==> src/rtl/hd44780_pkg.sv <==
`default_nettype none
// ============================================================================
// Module      : hd44780_pkg
// Description : Shared delays, HD44780 opcodes and controller state encoding.
// Revision    : 1.0 - initial release
// ============================================================================
package hd44780_pkg;

    // Datasheet delays in microseconds
    localparam longint unsigned US_PWR  = 64'd40000;
    localparam longint unsigned US_W1   = 64'd4100;
    localparam longint unsigned US_W2   = 64'd100;
    localparam longint unsigned US_EXEC = 64'd50;
    localparam longint unsigned US_LONG = 64'd2000;

    localparam logic [7:0] OP_CLEAR    = 8'h01;
    localparam logic [7:0] OP_HOME     = 8'h02;
    localparam logic [7:0] OP_ENTRY    = 8'h06;
    localparam logic [7:0] OP_DISPCTL  = 8'h0C;
    localparam logic [7:0] OP_FUNCSET  = 8'h20;
    localparam logic [7:0] OP_SETDDRAM = 8'h80;
    localparam logic [7:0] OP_WAKE     = 8'h30;

    typedef enum logic [2:0] {
        S_PWR_WAIT  = 3'd0,
        S_WAKE      = 3'd1,
        S_SET4      = 3'd2,
        S_INIT_SEQ  = 3'd3,
        S_IDLE      = 3'd4,
        S_XFER      = 3'd5,
        S_EXEC_WAIT = 3'd6
    } state_e;

    // Clock cycles covering a delay, never less than one
    function automatic longint unsigned cyc(input longint unsigned us,
                                            input longint unsigned hz);
        longint unsigned t;
        t = (us * hz + 64'd999999) / 64'd1000000;
        return (t == 64'd0) ? 64'd1 : t;
    endfunction

endpackage
`default_nettype wire

==> src/rtl/hd44780_ctrl_bus.sv <==
`default_nettype none
// ============================================================================
// Module      : hd44780_bus
// Description : One LCD write: setup / enable / hold per transfer, then wait.
// Revision    : 1.0 - initial release
// ============================================================================
module hd44780_bus #(
    parameter int BUS_W = 4,
    parameter int CW    = 6
) (
    input  logic             clk,
    input  logic             reset,
    input  logic             req_i,
    input  logic             rs_i,
    input  logic [7:0]       byte_i,
    input  logic             two_i,
    input  logic [CW-1:0]    wait_i,
    output logic             last_hold_o,
    output logic             done_o,
    output logic             lcd_en_o,
    output logic             lcd_rs_o,
    output logic [BUS_W-1:0] lcd_data_o
);

    localparam logic [2:0] B_IDLE  = 3'd0;
    localparam logic [2:0] B_SETUP = 3'd1;
    localparam logic [2:0] B_EN    = 3'd2;
    localparam logic [2:0] B_HOLD  = 3'd3;
    localparam logic [2:0] B_WAIT  = 3'd4;

    logic [2:0]       phase_q, phase_d;
    logic             nib2_q, nib2_d;
    logic [BUS_W-1:0] nxt_q, nxt_d;
    logic [BUS_W-1:0] data_q, data_d;
    logic             rs_q, rs_d;
    logic             en_q, en_d;
    logic [CW-1:0]    wait_q, wait_d;
    logic [CW-1:0]    cnt_q, cnt_d;
    logic [BUS_W-1:0] first_w, second_w;
    logic             wait_end;

    if (BUS_W == 8) begin : g_bus8
        assign first_w  = byte_i;
        assign second_w = byte_i;
    end else begin : g_bus4
        assign first_w  = byte_i[7:4];
        assign second_w = byte_i[3:0];
    end

    assign wait_end    = (cnt_q == wait_q - 1'b1);
    assign last_hold_o = (phase_q == B_HOLD) && !nib2_q;
    assign done_o      = (phase_q == B_WAIT) && wait_end;
    assign lcd_en_o    = en_q;
    assign lcd_rs_o    = rs_q;
    assign lcd_data_o  = data_q;

    always_comb begin
        phase_d = phase_q;
        nib2_d  = nib2_q;
        nxt_d   = nxt_q;
        data_d  = data_q;
        rs_d    = rs_q;
        en_d    = en_q;
        wait_d  = wait_q;
        cnt_d   = cnt_q;
        case (phase_q)
            B_IDLE: begin
                if (req_i) begin
                    rs_d    = rs_i;
                    data_d  = first_w;
                    nxt_d   = second_w;
                    nib2_d  = two_i;
                    wait_d  = wait_i;
                    phase_d = B_SETUP;
                end
            end
            B_SETUP: begin
                en_d    = 1'b1;
                phase_d = B_EN;
            end
            B_EN: begin
                en_d    = 1'b0;
                phase_d = B_HOLD;
            end
            B_HOLD: begin
                // Low nibble goes out only after the high nibble's hold cycle
                if (nib2_q) begin
                    data_d  = nxt_q;
                    nib2_d  = 1'b0;
                    phase_d = B_SETUP;
                end else begin
                    cnt_d   = '0;
                    phase_d = B_WAIT;
                end
            end
            B_WAIT: begin
                if (wait_end) begin
                    phase_d = B_IDLE;
                end else begin
                    cnt_d = cnt_q + 1'b1;
                end
            end
            default: phase_d = B_IDLE;
        endcase
    end

    always_ff @(posedge clk) begin
        if (reset) begin
            phase_q <= B_IDLE;
            nib2_q  <= 1'b0;
            nxt_q   <= '0;
            data_q  <= '0;
            rs_q    <= 1'b0;
            en_q    <= 1'b0;
            wait_q  <= '0;
            cnt_q   <= '0;
        end else begin
            phase_q <= phase_d;
            nib2_q  <= nib2_d;
            nxt_q   <= nxt_d;
            data_q  <= data_d;
            rs_q    <= rs_d;
            en_q    <= en_d;
            wait_q  <= wait_d;
            cnt_q   <= cnt_d;
        end
    end

endmodule
`default_nettype wire

==> src/rtl/hd44780_ctrl.sv <==
`default_nettype none
// ============================================================================
// Module      : hd44780_ctrl
// Description : HD44780 power-on init plus byte-wide command/data writer.
// Revision    : 1.0 - initial release
// ============================================================================
module hd44780_ctrl
    import hd44780_pkg::*;
#(
    parameter int CLK_HZ = 1000,
    parameter int BUS_W  = 4,
    parameter int LINES2 = 1
) (
    input  logic             clk,
    input  logic             reset,
    input  logic             cmd_valid,
    output logic             cmd_ready,
    input  logic             cmd_rs,
    input  logic [7:0]       cmd_data,
    output logic             init_done,
    output logic             lcd_en,
    output logic             lcd_rs,
    output logic [BUS_W-1:0] lcd_data
);

    localparam longint unsigned T_PWR_L = cyc(US_PWR, 64'(CLK_HZ));
    localparam int              CW      = $clog2(T_PWR_L + 64'd1);

    localparam logic [CW-1:0] T_PWR_M1 = CW'(T_PWR_L - 64'd1);
    localparam logic [CW-1:0] T_W1     = CW'(cyc(US_W1,   64'(CLK_HZ)));
    localparam logic [CW-1:0] T_W2     = CW'(cyc(US_W2,   64'(CLK_HZ)));
    localparam logic [CW-1:0] T_EXEC   = CW'(cyc(US_EXEC, 64'(CLK_HZ)));
    localparam logic [CW-1:0] T_LONG   = CW'(cyc(US_LONG, 64'(CLK_HZ)));

    localparam logic [7:0] FUNCSET_B = OP_FUNCSET
                                     | ((BUS_W == 8) ? 8'h10 : 8'h00)
                                     | ((LINES2 != 0) ? 8'h08 : 8'h00);

    state_e        state_q, state_d;
    state_e        ret_q, ret_d;
    logic [2:0]    step_q, step_d;
    logic [CW-1:0] pwr_cnt_q, pwr_cnt_d;
    logic          init_done_q, init_done_d;

    logic          req;
    logic          req_rs;
    logic [7:0]    req_byte;
    logic          req_two;
    logic [CW-1:0] req_wait;
    logic [7:0]    init_byte;
    logic          bus_last_hold;
    logic          bus_done;

    // Clear and home need the long execution time
    function automatic logic [CW-1:0] exec_wait(input logic rs, input logic [7:0] b);
        return (!rs && (b == OP_CLEAR || b == OP_HOME || b == 8'h03)) ? T_LONG : T_EXEC;
    endfunction

    always_comb begin
        case (step_q)
            3'd0:    init_byte = FUNCSET_B;
            3'd1:    init_byte = OP_DISPCTL;
            3'd2:    init_byte = OP_ENTRY;
            default: init_byte = OP_CLEAR;
        endcase
    end

    always_comb begin
        state_d     = state_q;
        ret_d       = ret_q;
        step_d      = step_q;
        pwr_cnt_d   = pwr_cnt_q;
        init_done_d = init_done_q;
        req         = 1'b0;
        req_rs      = 1'b0;
        req_byte    = OP_WAKE;
        req_two     = 1'b0;
        req_wait    = T_EXEC;
        case (state_q)
            S_PWR_WAIT: begin
                if (pwr_cnt_q == T_PWR_M1) begin
                    state_d = S_WAKE;
                end else begin
                    pwr_cnt_d = pwr_cnt_q + 1'b1;
                end
            end
            S_WAKE: begin
                if (step_q == 3'd3) begin
                    step_d  = 3'd0;
                    state_d = (BUS_W == 4) ? S_SET4 : S_INIT_SEQ;
                end else begin
                    req      = 1'b1;
                    req_wait = (step_q == 3'd0) ? T_W1 : T_W2;
                    step_d   = step_q + 1'b1;
                    ret_d    = S_WAKE;
                    state_d  = S_XFER;
                end
            end
            S_SET4: begin
                if (step_q == 3'd1) begin
                    step_d  = 3'd0;
                    state_d = S_INIT_SEQ;
                end else begin
                    req      = 1'b1;
                    req_byte = OP_FUNCSET;
                    step_d   = 3'd1;
                    ret_d    = S_SET4;
                    state_d  = S_XFER;
                end
            end
            S_INIT_SEQ: begin
                if (step_q == 3'd4) begin
                    step_d      = 3'd0;
                    init_done_d = 1'b1;
                    state_d     = S_IDLE;
                end else begin
                    req      = 1'b1;
                    req_byte = init_byte;
                    req_two  = (BUS_W == 4);
                    req_wait = exec_wait(1'b0, init_byte);
                    step_d   = step_q + 1'b1;
                    ret_d    = S_INIT_SEQ;
                    state_d  = S_XFER;
                end
            end
            S_IDLE: begin
                if (cmd_valid && init_done_q) begin
                    req      = 1'b1;
                    req_rs   = cmd_rs;
                    req_byte = cmd_data;
                    req_two  = (BUS_W == 4);
                    req_wait = exec_wait(cmd_rs, cmd_data);
                    ret_d    = S_IDLE;
                    state_d  = S_XFER;
                end
            end
            S_XFER: begin
                if (bus_last_hold) begin
                    state_d = S_EXEC_WAIT;
                end
            end
            S_EXEC_WAIT: begin
                if (bus_done) begin
                    state_d = ret_q;
                end
            end
            default: state_d = S_PWR_WAIT;
        endcase
    end

    always_ff @(posedge clk) begin
        if (reset) begin
            state_q     <= S_PWR_WAIT;
            ret_q       <= S_PWR_WAIT;
            step_q      <= 3'd0;
            pwr_cnt_q   <= '0;
            init_done_q <= 1'b0;
        end else begin
            state_q     <= state_d;
            ret_q       <= ret_d;
            step_q      <= step_d;
            pwr_cnt_q   <= pwr_cnt_d;
            init_done_q <= init_done_d;
        end
    end

    assign cmd_ready = (state_q == S_IDLE) && init_done_q;
    assign init_done = init_done_q;

    hd44780_bus #(
        .BUS_W (BUS_W),
        .CW    (CW)
    ) u_bus (
        .clk         (clk),
        .reset       (reset),
        .req_i       (req),
        .rs_i        (req_rs),
        .byte_i      (req_byte),
        .two_i       (req_two),
        .wait_i      (req_wait),
        .last_hold_o (bus_last_hold),
        .done_o      (bus_done),
        .lcd_en_o    (lcd_en),
        .lcd_rs_o    (lcd_rs),
        .lcd_data_o  (lcd_data)
    );

endmodule
`default_nettype wire

==> config.mk <==
export PLATFORM = sky130hd
export DESIGN_NAME = hd44780_ctrl
export DESIGN_NICKNAME = d
export VERILOG_FILES = /design/src/rtl/hd44780_pkg.sv /design/src/rtl/hd44780_ctrl_bus.sv /design/src/rtl/hd44780_ctrl.sv
export SDC_FILE = /design/constraint.sdc
export NUM_CORES = 1
export LEC_CHECK = 0
export ABC_AREA = 0
export CORE_MARGIN = 8
export CORE_UTILIZATION = 49
export CTS_CLUSTER_SIZE = 8
export DETAILED_ROUTE_END_ITERATION = 8
export PLACE_DENSITY = 0.69
export SETUP_SLACK_MARGIN = 0.4
export SLEW_MARGIN = 20
export SYNTH_ARGS = -nofsm -noshare
export SYNTH_HDL_FRONTEND = slang
export SYNTH_SLANG_ARGS = --single-unit
==> constraint.sdc <==
create_clock -name clk -period 5.43 [get_ports clk]
set_input_delay 1.086 -clock clk [delete_from_list [all_inputs] [get_ports clk]]
set_output_delay 1.086 -clock clk [all_outputs]
set_load 0.005 [all_outputs]
==> reports/metrics.yaml <==
finish:
  fillers: 422
  register_area_um2: 781
  multiInputGateArea_um2: 1360
  final_cells: 345
  mostFrequentLayoutCells: "dfxtp_1, nor2_1, nand2_1"
  synthToLayoutAreaGrowth_pct: 13.0
  layout_commonest_cell: "dfxtp_1"
  drive_above_1_share_pct: 8.25
  nets: 312
  num_antenna_cells: 0
floorplanning:
  start_util_pct: 49.6
  dieArea_um2: 7100
  die_x_um: 84.2
  core_area_um2: 4600
  die_h_um: 84.2
  io_pins: 20
  row_count: 25
pwr:
  ir_drop_uv: 109
  comb_power_share_pct: 3.6
  swShare_pct: 21.1
  power_w: 0.000567
  powerDensity_nw_per_um2: 220
  leakage_nw: 0.906
  seqPwrFrac_pct: 51.0
  p_int_w: 0.000447
  power_frac_clock_pct: 45.3
  switching_power_w: 0.000120
outcome:
  status: "finished clean"
worst_hold_path:
  hp-class: "reg -> reg"
timing:
  finClkSkew_ns: 0.0101
  max_clock_freq_mhz: 329
  drv_slew: 0
  fin_crit_ns: 3.04
  tightest_slew_ns: 0.872
  finalSetupViolCount: 0
  hold_viol: 0
  tns_ns: 0
  rsz0062_at_grt: "no"
  slew_headroom_pct: 41.8
  finalCritPeriodShare_pct: 56.0
clock_tree:
  postCtsHoldBufs: 0
  clkLatencyLatePin_ns: 0.30
  clock_path_buffers: 2
  post_cts_buffers: 0
  cts.htree.levels: 2
  clkSlewWorstSetupHoldPaths_ns: 0.07
  numCtsBuffers: 5
  cts.sinks: 39
  cts-root-buf: "clkbuf_8"
  cts_tree: "done"
  ctsResizeCount: 0
critical_path:
  cp_slowest_cell: "dfxtp_1"
  startpoint_type: "flop"
  crit_arrival_ns: 1.96
  critical_path.cell_chain: "and3_1 -> clkdlybuf4s50_1"
  max_stage_delay_ns: 0.89
  critPathKind: "reg -> out"
  crit_path_end_kind: "output port"
  required_ns: 4.34
  worst-path-max-fanout: 27
grt:
  antenna_found_initial: 0
  grt_pass1_wl_um: 9110
  grt_pass1_vias: 1892
  grt_max_degree: 28
  grt_remaining_overflow: 0
  grt_use_total_pct: 15.2
synthesis:
  syn_nets: 300
  synth_area_leaders: "dfxtp_1, ha_1, nor2_1"
  synth_edf_count: 0
  syn_area_um2: 2280
  synth_seq_cells: 39
  async_reset_ff_share_pct: 0
  netlist.top_cell.by_area: "dfxtp_1"
  postSynthCellCount: 278
  ys_types: 61
  ys_seq_area_share_pct: 34.2
  syn_area_per_cell_um2: 8.21
  ys_warn_count: 0
  synth_top_area_share_pct: 34.2
  synth_ff_type: "dfxtp_1"
detailed_routing:
  num_vias: 2024
  drtAntennaViolNets: 0
  drt-total-wl_um: 5300
  drtIter0Drc: 134
  first_pass_iters: 4
  wl_per_cell_um: 15.4
  viasPerCell: 5.87
  drc_errors: 0
place:
  place_congestion: 0.906
  place.port_buffers: 19
  hpwl_um: 3750
  placedCellCount: 337
job:
  drv_cap: 0
## per-stage QoR
step	setup slack (ns)	util, %	hold WS (ns)	instance area (µm²)
after floorplan	3.14	-	0.432	2280
after global placement	2.50	53.6	0.462	2460
after detailed placement	2.42	53.6	0.450	2460
after CTS	2.38	56.1	0.460	2580
after global routing	2.28	56.1	0.493	2580
final	2.39	56.1	0.455	2580
## critical path: cells and delay by family (launching register included)
family                 cells  cell delay [ns]
buffers and inverters      1             0.50
DFF                        1             0.89
and+or+nand+nor            1             0.27
## synth_stat cells (2+ instances only)
library cell   n
inv_1         13
a311oi_1       5
dfxtp_1       39
nor3b_1        2
o21ai_0       14
xor2_1         6
buf_2          5
nand2_1       27
nor2_1        29
and3_1         5
ha_1          10
nor4_1         3
nand3_1        5
a211oi_1       5
nor3_1        14
buf_1          2
clkbuf_1       4
and3b_1        2
nand3b_1       2
xnor2_1        6
buf_6          2
mux2i_1        3
nand2b_1       4
o211ai_1       3
nand4_1        4
a2111oi_0      4
a21o_1         2
a31o_2         2
o221ai_1       2
buf_4          3
a21oi_1       21
## kinds of logic (layout without fill, tap and decap cells)
family | after synthesis | count (layout) | share of synthesized area [%]
muxes | 4 | 4 | 1.81
buffers and inverters | 29 | 42 | 6.19
DFF | 39 | 39 | 34.2
adders and majority gates | 10 | 10 | 5.48
AOI/OAI and AO/OA | 76 | 76 | 23.4
and+or+nand+nor | 108 | 108 | 24.3
xor gates and xnor gates | 12 | 12 | 4.61
## path summary, 6_finish.rpt
check	startpoint	end	slack, ns	cells after the start
min	ret_q[1]	ret_q[1]	0.46	2
min reg2reg	ret_q[1]	ret_q[1]	0.46	2
max reg2reg	state_q[2]	u_bus.wait_q[0]	2.91	5
max	state_q[2]	cmd_ready	2.39	2
## power groups by stage
stage	registers [W]	clock network, W	logic, W
2_1_floorplan	0.000296	0	0.00000917
3_3_place_gp	0.000296	0	0.0000205
3_5_place_dp	0.000296	0	0.0000202
4_1_cts	0.000289	0.000263	0.0000205
5_1_grt	0.000290	0.000274	0.0000223
6_report	0.000289	0.000257	0.0000206
## sequential cells by signal, summed over array words and instances (netlist names), 4 cells and up
name,cells
u_bus.nxt_q,4
u_bus.cnt_q,6
pwr_cnt_q,6
u_bus.lcd_data_o,4
## final cells by class
class,instances,area share [%]
sequential,39,30.3
tap,54,2.62
timing repair buffer,21,7.95
inverter,13,1.89
clock inverter,2,1.36
multi-input combinational,210,52.7
clock buffer,6,3.20
## layer usage
layer	up-vias	share of wire (%)	GRT usage (%)
met2	59	45	23.4
met1	926	47	19.3
met3	13	5.4	4.07
met4	0	2.4	6.44
li1	1026	-	-
met5	-	0	0
(Power assumes the default switching activity.)
